<file path="src/rtl/ysq_seq.sv">
// YSQ sequencer: decodes one arithmetic instruction (or multiply-add request) into YSQ selects and load strobes.
// Optional multiply-add path compiled in with `define YSQ_SEQ_MAC_EN.
module ysq_seq #(
  parameter int unsigned DD_TMO = 64
) (
  input  logic        clk_mdv,
  input  logic        rst,
  input  logic        i_start,
  input  logic [15:0] i_ir,
  input  logic        i_mac,
  input  logic [15:0] i_MX,
  input  logic        i_YIC,
  input  logic        i_DD,
  output logic        o_busy,
  output logic        o_done,
  output logic        o_skip,
  output logic        o_err,
  output logic [3:0]  o_L_Mcs,
  output logic [3:0]  o_Ln_Mjg,
  output logic        o_Mcs_Q,
  output logic        o_Mcsn_Q,
  output logic        o_Mjg_Q,
  output logic        o_McsMjg_Q,
  output logic        o_1_Q,
  output logic        o_JW0,
  output logic        o_JWF,
  output logic        o_Q_MX,
  output logic        o_Q_Y_MX,
  output logic        o_Q_Z_MX,
  output logic        o_Q_B_MX,
  output logic        o_DRJG,
  output logic [3:0]  o_DRL,
  output logic        o_DRCj,
  output logic        o_DRCCQ,
  output logic        o_CHJ,
  output logic        o_CCQ
);

  localparam int unsigned AC_N   = 4;
  localparam int unsigned FIELD_W = 15;

  typedef enum logic [3:0] {
    S_IDLE,
    S_SEL,
    S_STB,
    S_WB,
    S_FIN,
    S_REQ,
    S_WAIT,
    S_MWB,
    S_HOLD
  } state_t;

  state_t state_q;
  state_t state_d;

  logic [FIELD_W-1:0] ir_q;
  logic               err_q;
  logic               skip_q;

  logic [1:0] acs;
  logic [1:0] acd;
  logic [2:0] func;
  logic [1:0] shift;
  logic [1:0] carry;
  logic       noload;
  logic [2:0] skip_sel;

  logic illegal_c;
  logic skip_c;
  logic dd_tmo_c;

  // decoded select levels, valid whenever an arithmetic op is latched
  logic [AC_N-1:0] dec_l_mcs;
  logic [AC_N-1:0] dec_ln_mjg;
  logic [AC_N-1:0] dec_drl;
  logic dec_mcs, dec_mcsn, dec_mjg, dec_mcsmjg, dec_one;
  logic dec_jw0, dec_jwf;
  logic dec_q_mx, dec_q_y_mx, dec_q_z_mx, dec_q_b_mx;

  // next values of the registered outputs
  logic            busy_d, done_d, skip_d, err_d;
  logic [AC_N-1:0] l_mcs_d, ln_mjg_d, drl_d;
  logic            mcs_d, mcsn_d, mjg_d, mcsmjg_d, one_d;
  logic            jw0_d, jwf_d;
  logic            q_mx_d, q_y_mx_d, q_z_mx_d, q_b_mx_d;
  logic            drjg_d, drcj_d, drccq_d, chj_d, ccq_d;

  assign acs      = ir_q[14:13];
  assign acd      = ir_q[12:11];
  assign func     = ir_q[10:8];
  assign shift    = ir_q[7:6];
  assign carry    = ir_q[5:4];
  assign noload   = ir_q[3];
  assign skip_sel = ir_q[2:0];

`ifdef YSQ_SEQ_MAC_EN
  localparam int unsigned CNT_W = 8;

  logic [CNT_W-1:0] cnt_q;

  assign illegal_c = !i_mac && !i_ir[15];
  assign dd_tmo_c  = (cnt_q == CNT_W'(DD_TMO - 1));

  // counts WAIT cycles spent with the storage unit still busy
  always_ff @(posedge clk_mdv) begin
    if (rst) begin
      cnt_q <= '0;
    end else if (state_q == S_REQ) begin
      cnt_q <= '0;
    end else if (state_q == S_WAIT) begin
      cnt_q <= cnt_q + CNT_W'(1);
    end
  end
`else
  logic [8:0] unused_cfg;

  assign illegal_c  = i_mac || !i_ir[15];
  assign dd_tmo_c   = 1'b0;
  assign unused_cfg = {i_DD, 8'(DD_TMO)};
`endif

  // skip condition from the YSQ result as it stands during write-back
  always_comb begin
    logic z;
    z      = (i_MX == 16'h0000);
    skip_c = 1'b0;
    case (skip_sel)
      3'd0: skip_c = 1'b0;
      3'd1: skip_c = 1'b1;
      3'd2: skip_c = !i_YIC;
      3'd3: skip_c = i_YIC;
      3'd4: skip_c = z;
      3'd5: skip_c = !z;
      3'd6: skip_c = !i_YIC || z;
      3'd7: skip_c = i_YIC && !z;
      default: skip_c = 1'b0;
    endcase
  end

  always_comb begin
    dec_l_mcs  = AC_N'(1) << acs;
    dec_ln_mjg = AC_N'(1) << acd;
    dec_drl    = AC_N'(1) << acd;
    dec_mcs    = 1'b0;
    dec_mcsn   = 1'b0;
    dec_mjg    = 1'b0;
    dec_mcsmjg = 1'b0;
    dec_one    = 1'b0;
    case (func)
      3'd0: dec_mcsn = 1'b1;
      3'd1: begin dec_mcsn = 1'b1; dec_one = 1'b1; end
      3'd2: dec_mcs = 1'b1;
      3'd3: begin dec_mcs = 1'b1; dec_one = 1'b1; end
      3'd4: begin dec_mcsn = 1'b1; dec_mjg = 1'b1; end
      3'd5: begin dec_mcsn = 1'b1; dec_mjg = 1'b1; dec_one = 1'b1; end
      3'd6: begin dec_mcs = 1'b1; dec_mjg = 1'b1; end
      3'd7: dec_mcsmjg = 1'b1;
      default: dec_mcs = 1'b0;
    endcase
    dec_jw0    = (carry == 2'd1) || (carry == 2'd2);
    dec_jwf    = (carry == 2'd2) || (carry == 2'd3);
    dec_q_mx   = (shift == 2'd0);
    dec_q_y_mx = (shift == 2'd1);
    dec_q_z_mx = (shift == 2'd2);
    dec_q_b_mx = (shift == 2'd3);
  end

  // instruction latch, completion status
  always_ff @(posedge clk_mdv) begin
    if (rst) begin
      ir_q   <= '0;
      err_q  <= 1'b0;
      skip_q <= 1'b0;
    end else if (state_q == S_IDLE && i_start) begin
      ir_q   <= i_ir[FIELD_W-1:0];
      err_q  <= illegal_c;
      skip_q <= 1'b0;
    end else if (state_q == S_WB) begin
      skip_q <= skip_c;
    end else if (state_q == S_WAIT && i_DD && dd_tmo_c) begin
      err_q  <= 1'b1;
    end
  end

  always_ff @(posedge clk_mdv) begin
    if (rst) begin
      state_q <= S_IDLE;
    end else begin
      state_q <= state_d;
    end
  end

  always_comb begin
    state_d = state_q;
    case (state_q)
      S_IDLE: begin
        if (i_start) begin
          if (illegal_c) begin
            state_d = S_FIN;
`ifdef YSQ_SEQ_MAC_EN
          end else if (i_mac) begin
            state_d = S_REQ;
`endif
          end else begin
            state_d = S_SEL;
          end
        end
      end
      S_SEL: state_d = S_STB;
      S_STB: state_d = S_WB;
      S_WB:  state_d = S_FIN;
      S_FIN: state_d = S_IDLE;
`ifdef YSQ_SEQ_MAC_EN
      S_REQ: state_d = S_WAIT;
      S_WAIT: begin
        if (!i_DD) begin
          state_d = S_MWB;
        end else if (dd_tmo_c) begin
          state_d = S_FIN;
        end
      end
      S_MWB:  state_d = S_HOLD;
      S_HOLD: state_d = S_FIN;
`endif
      default: state_d = S_IDLE;
    endcase
  end

  // outputs lag the state by one edge so every level and strobe leaves a flop
  always_comb begin
    busy_d   = (state_d != S_IDLE);
    done_d   = 1'b0;
    skip_d   = 1'b0;
    err_d    = 1'b0;
    l_mcs_d  = '0;
    ln_mjg_d = '0;
    drl_d    = '0;
    mcs_d    = 1'b0;
    mcsn_d   = 1'b0;
    mjg_d    = 1'b0;
    mcsmjg_d = 1'b0;
    one_d    = 1'b0;
    jw0_d    = 1'b0;
    jwf_d    = 1'b0;
    q_mx_d   = 1'b0;
    q_y_mx_d = 1'b0;
    q_z_mx_d = 1'b0;
    q_b_mx_d = 1'b0;
    drjg_d   = 1'b0;
    drcj_d   = 1'b0;
    drccq_d  = 1'b0;
    chj_d    = 1'b0;
    ccq_d    = 1'b0;
    case (state_q)
      S_SEL, S_STB, S_WB: begin
        l_mcs_d  = dec_l_mcs;
        ln_mjg_d = dec_ln_mjg;
        mcs_d    = dec_mcs;
        mcsn_d   = dec_mcsn;
        mjg_d    = dec_mjg;
        mcsmjg_d = dec_mcsmjg;
        one_d    = dec_one;
        jw0_d    = dec_jw0;
        jwf_d    = dec_jwf;
        q_mx_d   = dec_q_mx;
        q_y_mx_d = dec_q_y_mx;
        q_z_mx_d = dec_q_z_mx;
        q_b_mx_d = dec_q_b_mx;
        drjg_d   = (state_q == S_STB);
        if (state_q == S_WB && !noload) begin
          drl_d  = dec_drl;
          drcj_d = 1'b1;
        end
      end
      S_FIN: begin
        done_d = 1'b1;
        skip_d = skip_q;
        err_d  = err_q;
      end
`ifdef YSQ_SEQ_MAC_EN
      S_REQ: begin
        chj_d   = 1'b1;
        drccq_d = 1'b1;
      end
      S_WAIT: chj_d = 1'b1;
      S_MWB: begin
        ccq_d  = 1'b1;
        drl_d  = 4'b0011;
        drcj_d = 1'b1;
      end
      S_HOLD: ccq_d = 1'b1;
`endif
      default: done_d = 1'b0;
    endcase
  end

  always_ff @(posedge clk_mdv) begin
    if (rst) begin
      o_busy     <= 1'b0;
      o_done     <= 1'b0;
      o_skip     <= 1'b0;
      o_err      <= 1'b0;
      o_L_Mcs    <= '0;
      o_Ln_Mjg   <= '0;
      o_Mcs_Q    <= 1'b0;
      o_Mcsn_Q   <= 1'b0;
      o_Mjg_Q    <= 1'b0;
      o_McsMjg_Q <= 1'b0;
      o_1_Q      <= 1'b0;
      o_JW0      <= 1'b0;
      o_JWF      <= 1'b0;
      o_Q_MX     <= 1'b0;
      o_Q_Y_MX   <= 1'b0;
      o_Q_Z_MX   <= 1'b0;
      o_Q_B_MX   <= 1'b0;
      o_DRJG     <= 1'b0;
      o_DRL      <= '0;
      o_DRCj     <= 1'b0;
      o_DRCCQ    <= 1'b0;
      o_CHJ      <= 1'b0;
      o_CCQ      <= 1'b0;
    end else begin
      o_busy     <= busy_d;
      o_done     <= done_d;
      o_skip     <= skip_d;
      o_err      <= err_d;
      o_L_Mcs    <= l_mcs_d;
      o_Ln_Mjg   <= ln_mjg_d;
      o_Mcs_Q    <= mcs_d;
      o_Mcsn_Q   <= mcsn_d;
      o_Mjg_Q    <= mjg_d;
      o_McsMjg_Q <= mcsmjg_d;
      o_1_Q      <= one_d;
      o_JW0      <= jw0_d;
      o_JWF      <= jwf_d;
      o_Q_MX     <= q_mx_d;
      o_Q_Y_MX   <= q_y_mx_d;
      o_Q_Z_MX   <= q_z_mx_d;
      o_Q_B_MX   <= q_b_mx_d;
      o_DRJG     <= drjg_d;
      o_DRL      <= drl_d;
      o_DRCj     <= drcj_d;
      o_DRCCQ    <= drccq_d;
      o_CHJ      <= chj_d;
      o_CCQ      <= ccq_d;
    end
  end

endmodule

</file>
<file path="config.mk">
export PLATFORM = sky130hd
export DESIGN_NAME = ysq_seq
export DESIGN_NICKNAME = d
export VERILOG_FILES = /design/src/rtl/ysq_seq.sv
export SDC_FILE = /design/constraint.sdc
export NUM_CORES = 1
export LEC_CHECK = 0
export ABC_CLOCK_PERIOD_IN_PS = 3300
export CORE_MARGIN = 4
export CORE_UTILIZATION = 40
export CTS_CLUSTER_SIZE = 28
export DETAILED_ROUTE_END_ITERATION = 10
export GPL_ROUTABILITY_DRIVEN = 0
export GPL_TIMING_DRIVEN = 0
export PLACE_DENSITY_LB_ADDON = 0.3
export SYNTH_ARGS = -nofsm -noshare
export SYNTH_HDL_FRONTEND = slang
export SYNTH_SLANG_ARGS = --single-unit
</file>
<file path="constraint.sdc">
create_clock -name clk_mdv -period 3.3 [get_ports clk_mdv]
set_clock_uncertainty 0.1 [all_clocks]
set_input_delay 0.825 -clock clk_mdv [delete_from_list [all_inputs] [get_ports clk_mdv]]
set_output_delay 0.825 -clock clk_mdv [all_outputs]
set_load 0.02 [all_outputs]
</file>
# ---- Word level (Yosys, flattened, before mapping)
# Index checks and enable logic that the tools add are counted.
dict set report totals {
  ff_bits 50
  inputBits 38
  output_inout_bits 32
  elab_cells 90
}
dict set report op_classes {
  eq_ne 24
  n_shift 2
  muxes 11
  n_bitwise 3
  reduce_logical 26
}
# op n
set ops {}
lappend ops {{== test 3 bit (second input constant)} 8}
lappend ops {{zero test 16 bit} 1}
lappend ops {{case mux 4 bit (4 select lines)} 1}
lappend ops {{OR reduction 3 bit} 5}
lappend ops {{== test 3 x 2 -> 1 bit (second input constant)} 4}
lappend ops {{== test 2 bit (second input constant)} 4}
lappend ops {{== test 4 x 2 -> 1 bit (second input constant)} 2}
lappend ops {{case mux 1 bit (8 select lines)} 1}
lappend ops {{left shift 1 x 2 -> 4 bit (first input constant)} 2}
lappend ops {{two-way mux 1 bit} 7}
lappend ops {{== test 3 x 1 -> 1 bit (second input constant)} 2}
lappend ops {{zero test 3 bit} 2}
lappend ops {{OR reduction 2 bit} 3}
lappend ops {{== test 2 x 1 -> 1 bit (second input constant)} 2}
lappend ops {{== test 4 x 1 -> 1 bit (second input constant)} 1}
lappend ops {{== test 4 x 3 -> 1 bit (second input constant)} 1}
lappend ops {{zero test 1 bit} 4}
lappend ops {{zero test 4 bit} 1}
lappend ops {{logical OR 1 bit} 4}
lappend ops {{two-way mux 4 bit} 1}
lappend ops {{nonzero test 4 bit} 1}
lappend ops {{OR reduction 4 bit} 1}
lappend ops {{logical AND 1 bit} 3}
lappend ops {{two-way mux 3 bit} 1}
lappend ops {{2 further kinds} 4}

# ---- Depth between registers and ports, before layout
# Gate-level depths: netlist of the first run.
dict set report depth {
  word_depth 6
  depth_mapped 6
}

# ---- Worst setup path after synthesis of the first run
# No wires, ideal clock.
dict set report synth_timing {
  kind {input to register}
  from {input rst}
  to {register o_Ln_Mjg[0]}
  arrival_time_ns 1.739
  required_time_ns 3.122
  setup_slack_ns 1.383
  stages 4
  n_path_buf 1
  cell_sequence {or2_2 -> or3_1 -> buf_2 -> nor3_1}
}
dict set report synth_between {
  elab_chain_len 1
}
# item line
set synth_lines {}
lappend synth_lines {{from (decl)} 7} ;# input logic rst,
lappend synth_lines {{OR reduction 2 bit (no line)} --}
lappend synth_lines {{to (signal assigned)} 329} ;# o_Ln_Mjg <= ln_mjg_d;
lappend synth_lines {{to (decl)} 19} ;# output logic [3:0] o_Ln_Mjg,
# Every way passes these cells.
# A chain may end at the register's enable or synchronous reset.

# ---- Worst setup path after layout of the first run
dict set report layout_timing {
  from {input rst}
  to {register o_1_Q}
}
dict set report layout_between {
  elab_chain_len 1
}
# item line
set layout_lines {}
lappend layout_lines {{OR reduction 2 bit (no line)} --}
lappend layout_lines {{to (signal assigned)} 334} ;# o_1_Q <= one_d;
lappend layout_lines {{to (decl)} 24} ;# output logic o_1_Q,
# Every way passes these cells.

==> results of run 1 <==
-- stage by stage --
step	power, µW	hold slack, ns	cells	util	area [µm²]
CTS	1220	0.362	306	0.629	2550
global placement	732	0.341	298	0.595	2410
detailed placement	734	0.350	298	0.595	2410
finish	1210	0.362	306	0.629	2550
global route	1260	0.381	306	0.629	2550
floorplan	677	0.329	183	-	1700
-- registers in the layout, indices dropped and copies added (netlist names), 4 cells and up --
register  cells
ir_q         15
state_q       4
o_L_Mcs       4
o_DRL         4
o_Ln_Mjg      4
-- synthesized netlist by cell type (2+ instances only) --
cell / instances
clkbuf_1: 2
buf_2: 3
nand2b_1: 3
buf_4: 4
nor4b_1: 3
nand2_1: 41
and2_1: 3
ha_1: 2
nor3b_1: 3
a21oi_1: 19
and3_1: 4
nor3_1: 6
nor4_1: 2
nor2_1: 16
nand3_1: 2
inv_1: 3
dfxtp_1: 50
or3b_1: 2
-- cell usage in the layout (no fill, tap or decap), types with 2 or more instances in the layout --
master / netlist / final
dfxtp_1: 50 / 50
buf_2: 3 / 3
nand2_1: 41 / 41
buf_4: 4 / 4
conb_1: 1 / 4
nor3_1: 6 / 6
nor4b_1: 3 / 3
clkdlybuf4s50_1: 0 / 65
clkbuf_1: 2 / 2
nand3_1: 2 / 2
a21oi_1: 19 / 19
clkbuf_8: 0 / 5
ha_1: 2 / 2
nor4_1: 2 / 2
and2_1: 3 / 3
nand2b_1: 3 / 3
nor3b_1: 3 / 3
inv_1: 3 / 3
or3b_1: 2 / 2
bufinv_16: 0 / 2
and3_1: 4 / 4
nor2_1: 16 / 16
-- final cells by class --
type | instances | area [µm²] | share of cell area
clock buffer | 5 | 68.8 | 0.0270
multi-input combinational | 121 | 637 | 0.250
sequential | 50 | 1000 | 0.392
inverter | 3 | 11.3 | 0.00441
clock inverter | 3 | 68.8 | 0.0270
timing repair buffer | 65 | 651 | 0.255
tap | 50 | 62.6 | 0.0245
buffer | 9 | 52.6 | 0.0206
-- layer usage --
layer | global-route usage | vias up
met3 | 0.0344 | 5
met5 | 0 | -
met1 | 0.165 | 615
li1 | - | 745
met4 | 0.0492 | 0
met2 | 0.248 | 37
-- worst paths after layout --
kind | to | depth (start not counted)
worst min register to register | ir_q[1] | 2
worst max-delay path | o_1_Q | 5
worst max register to register | o_1_Q | 4
worst min-delay path | ir_q[1] | 2
-- critical path, cell delays in order --
cell and delay, ns:
clkdlybuf4s50_1 0.47, or2_2 0.34, nor3_1 0.62, nand2_1 0.15
a21oi_1 0.14
-- power by group through the flow --
| stage | sequential, µW | combinational (µW) | clock [µW] |
|---|---|---|---|
| after floorplan | 640 | 37.5 | 0 |
| after global placement | 640 | 91.5 | 0 |
| after detailed placement | 641 | 93.1 | 0 |
| after CTS | 626 | 93.5 | 504 |
| after global routing | 629 | 103 | 528 |
| final | 626 | 92.8 | 492 |
-- cells by family after synthesis --
kind of cell,Yosys count,share of synthesized area
and+or+nand+nor,91,0.271
adders and majority gates,2,0.0148
DFF,50,0.592
buffers and inverters,12,0.0377
other,1,0.00222
AOI/OAI and AO/OA,24,0.0822
==> impl_results.md, run 1 <==
- Worst Hold Class: flip-flop to flip-flop
- Crit share post-route: 0.734
- Row count: 23
- Global Route Usage Sum: 0.141
- Setup TNS: 0 ns
- Psw: 236 µW
- CP required: 3.43 ns
- Synth async-reset ratio: 0
- Yosys cell types: 30
- Met3 wire len: 195 µm
- TritonCTS clock tree: built
- First-pass GRT wire length: 5810 µm
- Die area: 5330 µm²
- Nature of the critical path endpoint: flip-flop
- Initial antenna violation count: 0
- Vias/cell: 4.58
- Fmax: 0.413 GHz
- Element type at the critical path start: primary input
- Core area: 4060 µm²
- Place WS: 0.580 ns
- Synthesized area: 1690 µm²
- Top-area cell type share of the netlist area: 0.592
- Ys flop type: dfxtp_1
- Seq pwr share: 0.517
- Inserted Diodes: 0
- Sequential fraction of the synthesis area: 0.592
- Worst skew pair latency: 0.29 ns
- First DRT Iteration DRCs: 46
- Vias: 1402
- Share of layout cells above drive strength 1: 0.0703
- Total gr overflow: 0
- Leading area contributor after synthesis: dfxtp_1
- Clk pwr share: 0.406
- Pint: 975 µW
- R2R setup slack: 1.56 ns
- Die Wd: 73.0 µm
- Routed length per instance: 11.8 µm
- Crit path launch: rst
- # resized after CTS: 0
- Final HPWL DP: 2780 µm
- Drt drc: 0
- Post-cts hold buffer count: 0
- Die Ht: 73.0 µm
- Leak pwr: 0.000968 µW
- Final Hold Fails: 0
- Finish-stage setup viols: 0
- Worst flop-to-flop path startpoint: state_q[3]
- Ports: 70
- Avg Synthesized Cell Area: 9.39 µm²
- EDFF count, synth: 0
- Vias in the first global route: 1336
- Worst Path Class, Setup: primary input to flip-flop
- Post-detailed-route count of antenna-violating nets: 0
- Slew headroom: 0.474
- Cell count after synthesis: 180
- Unrepaired setup endpoints after global routing: false
- CP Max Fanout: 7
- H-tree levels: 2
- Clock sink total: 50
- Max VDD drop: 0.401 mV
- Root Driver: clkbuf_8
- Uppermost layer routed: met4
- Comb power frac: 0.077
- CP arrival: 2.55 ns
- Clock buffer count from CTS: 5
- Final worst slack: 0.879 ns
- WL met2: 1840 µm
- IO buf count: 65
- Min-delay src: ir_q[1]
- Post-CTS Setup Repair Bufs: 0
- Clk buf depth: 2
- Synthesized flop and latch total: 50
- Minimum clock period: 2.42 ns
- Ranking of synthesized cells by area: dfxtp_1 (59%), nand2_1 (9.1%), a21oi_1 (5.6%)
- Routed metal-1 wire length: 1550 µm
- Area growth, synth to finish: 51.0%
- Pre-antenna DRT Iters: 4
- Initial core utilization: 0.417
- Slew Viols, Final: 0
- Status: finished, final reports clean
- Final wirelength: 3620 µm
- Yosys warnings: 0
- Worst Tran Pin Value: 0.783 ns
- Fillers: 357
- Max Cap Violations: 0
- Clk pin slew, worst setup/hold paths: 0.08 ns
- Power per cell area: 474 nW/µm²
- Fin nets: 295
- Pin count of the biggest net entering global routing: 17
- Switching share of total power: 0.195
Power figures use the tool's default switching activity.
==> run 2: changes to the inputs <==
--- a/config.mk
+++ b/config.mk
@@ -5,9 +5,9 @@
 export SDC_FILE = /design/constraint.sdc
 export NUM_CORES = 1
 export LEC_CHECK = 0
-export ABC_CLOCK_PERIOD_IN_PS = 3300
+export ABC_CLOCK_PERIOD_IN_PS = 2050
 export CORE_MARGIN = 4
-export CORE_UTILIZATION = 40
+export CORE_UTILIZATION = 38
 export CTS_CLUSTER_SIZE = 28
 export DETAILED_ROUTE_END_ITERATION = 10
 export GPL_ROUTABILITY_DRIVEN = 0
==> constraint.sdc (replaced) <==
create_clock -name clk_mdv -period 2.05 [get_ports clk_mdv]
set_clock_uncertainty 0.1 [all_clocks]
set_input_delay 0.5125 -clock clk_mdv [delete_from_list [all_inputs] [get_ports clk_mdv]]
set_output_delay 0.5125 -clock clk_mdv [all_outputs]
set_load 0.02 [all_outputs]
==> run 2 against run 1 <==
Effect of this change: setup slack got worse by 0.77 ns; die area rose by 4.7%; non-clock buffer count did not move; clock-buffer cell count rose by 2; via count rose by 0.86%; sequential power rose by 61%; first-iteration DRC count rose by 28%.
==> impl_results.md, run 2 (same netlist as run 1, synthesis figures left out) <==
- Crit path launch: rst
- Uppermost layer routed: met4
- Clock buffer count from CTS: 5 (unchanged)
- Switching share of total power: 0.208 (+0.0134)
- Final wirelength: 3890 µm (+7.5%)
- First-pass GRT wire length: 6060 µm (+4.3%)
- Min-delay src: ir_q[1]
- Clk buf depth: 2 (unchanged)
- Pint: 1450 µW (+48%)
- Die Ht: 74.7 µm (+2.3%)
- Clock sink total: 50 (unchanged)
- Vias in the first global route: 1383 (+3.5%)
- Seq pwr share: 0.552 (+0.035)
- Minimum clock period: 1.94 ns
- Area growth, synth to finish: 50.0%
- Die Wd: 74.7 µm (+2.3%)
- Worst Hold Class: flip-flop to flip-flop
- Post-layout util: 0.612 (-0.0173)
- Post-detailed-route count of antenna-violating nets: 0 (unchanged)
- Leak pwr: 0.000960 µW (-0.83%)
- First DRT Iteration DRCs: 59 (+28%)
- Comb power frac: 0.083 (+0.006)
- Worst Tran Pin Value: 0.518 ns (-0.265 ns)
- Max Cap Violations: 0 (unchanged)
- Final Power: 1830 µW (+51%)
- Non-Filler Instances: 306 (unchanged)
- Max reg flops: 15 (unchanged)
- Finish-stage setup viols: 0 (unchanged)
- Status: finished, final reports clean
- Slew headroom: 0.649 (+0.176)
- Final Hold Fails: 0 (unchanged)
- WL met2: 1980 µm (+8.1%)
- H-tree levels: 2 (unchanged)
- Most frequent cells in the layout: clkdlybuf4s50_1 (65), dfxtp_1 (50), nand2_1 (41)
- IO buf count: 65 (unchanged)
- Final HPWL DP: 2860 µm (+2.9%)
- Fin nets: 295 (unchanged)
- Placed cell count: 298 (unchanged)
- Drt drc: 0 (unchanged)
- Pre-antenna DRT Iters: 4 (unchanged)
- Unrepaired setup endpoints after global routing: false
- Ports: 70 (unchanged)
- Worst Path Class, Setup: primary input to flip-flop
- Worst flop-to-flop path startpoint: state_q[1]
- Total gr overflow: 0 (unchanged)
- Routed length per instance: 12.7 µm (+7.5%)
- Psw: 380 µW (+61%)
- Share of layout cells above drive strength 1: 0.0742 (+0.00391)
- Post-CTS Setup Repair Bufs: 0 (unchanged)
- Worst skew pair latency: 0.30 ns (about the same)
- Post-route cell area: 2530 µm² (-0.69%)
- Fmax: 0.516 GHz
- Nature of the critical path endpoint: flip-flop
- Dpl cell area: 2410 µm² (unchanged)
- Biggest register: ir_q
- Routed metal-1 wire length: 1610 µm (+3.5%)
- TritonCTS clock tree: built
- Max VDD drop: 0.419 mV (+4.4%)
- Power per cell area: 721 nW/µm² (+52%)
- Initial core utilization: 0.408 (-0.00868)
- Clk pwr share: 0.365 (-0.041)
- Crit share post-route: 0.945
- CP Max Fanout: 10 (+3)
- CP required: 2.17 ns (-1.26 ns)
- Element type at the critical path start: primary input
- Pin count of the biggest net entering global routing: 15 (-2)
- Root Driver: clkbuf_8
- Slew Viols, Final: 0 (unchanged)
- Inserted Diodes: 0 (unchanged)
- Met3 wire len: 221 µm (+13%)
- Vias/cell: 4.62 (+0.86%)
- Vias: 1414 (+0.86%)
- Commonest non-fill, non-tap cell in the layout: clkdlybuf4s50_1
- Clk pin slew, worst setup/hold paths: 0.08 ns (about the same)
- Row count: 23 (unchanged)
- Global Route Usage Sum: 0.148 (+0.00703)
- CP arrival: 2.06 ns (-0.49 ns)
- Core area: 4140 µm² (+2.1%)
- Initial antenna violation count: 0 (unchanged)
- Die area: 5580 µm² (+4.7%)
run 2: cell types whose count changed in the layout (fill, tap and decap cells not counted):
cell / delta
clkbuf_1: +1
nor3_1: -1
nor3b_1: -1
clkbuf_2: +1
buf_4: +1
buf_2: -1
nor3b_2: +1
clkinv_4: -1
nor3_2: +1
bufinv_16: -1
run 2: worst max-delay path, cell delays in order:
cell	delay, ns
clkdlybuf4s50_1	0.47
or2_2	0.35
or3_1	0.38
buf_4	0.20
nor3_1	0.15
run 2: timing repair:
action	CTS	global route
endpoints found under the setup margin	1	7
hold buffers	0	0
gates resized for setup	1	5
run 2: power by group through the flow:
stage          combinational, µW  sequential (µW)  clock (µW)
6_report                     152             1010         667
3_5_place_dp                 150             1030           0
3_3_place_gp                 148             1030           0
2_1_floorplan               60.4             1030           0
4_1_cts                      151             1010         682
5_1_grt                      168             1010         719
run 2: metrics by stage:
step / setup slack [ns] / TNS, ns / hold slack (ns)
2_1_floorplan: 0.446 / 0 / 0.329
3_3_place_gp: -0.298 / -5.18 / 0.342
3_5_place_dp: -0.317 / -5.94 / 0.347
4_1_cts: 0.0819 / 0 / 0.359
5_1_grt: 0.0224 / 0 / 0.387
6_report: 0.112 / 0 / 0.358
run 2: path summary, 6_finish.rpt:
check                                    to  slack [ns]  cells past startpoint
worst min register to register      ir_q[1]        0.36                      2
worst max-delay path            o_Ln_Mjg[0]        0.11                      5
worst max register to register      ir_q[8]        0.36                      6
worst min-delay path                ir_q[1]        0.36                      2
run 2: layer usage:
layer  track usage  up-vias
met3        0.0494        8
met2         0.261       43
met5             0        -
met4        0.0613        0
li1              -      743
met1         0.162      620
run 2: final cells by class:
cell class                      count  area, µm²
Buffer                              9       56.3
Clock buffer                        7       76.3
Clock inverter                      1       30.0
Fill cell                         386       1610
Inverter                            3       11.3
Multi-Input combinational cell    121        647
Sequential cell                    50       1000
Tap cell                           50       62.6
Timing Repair Buffer               65        651
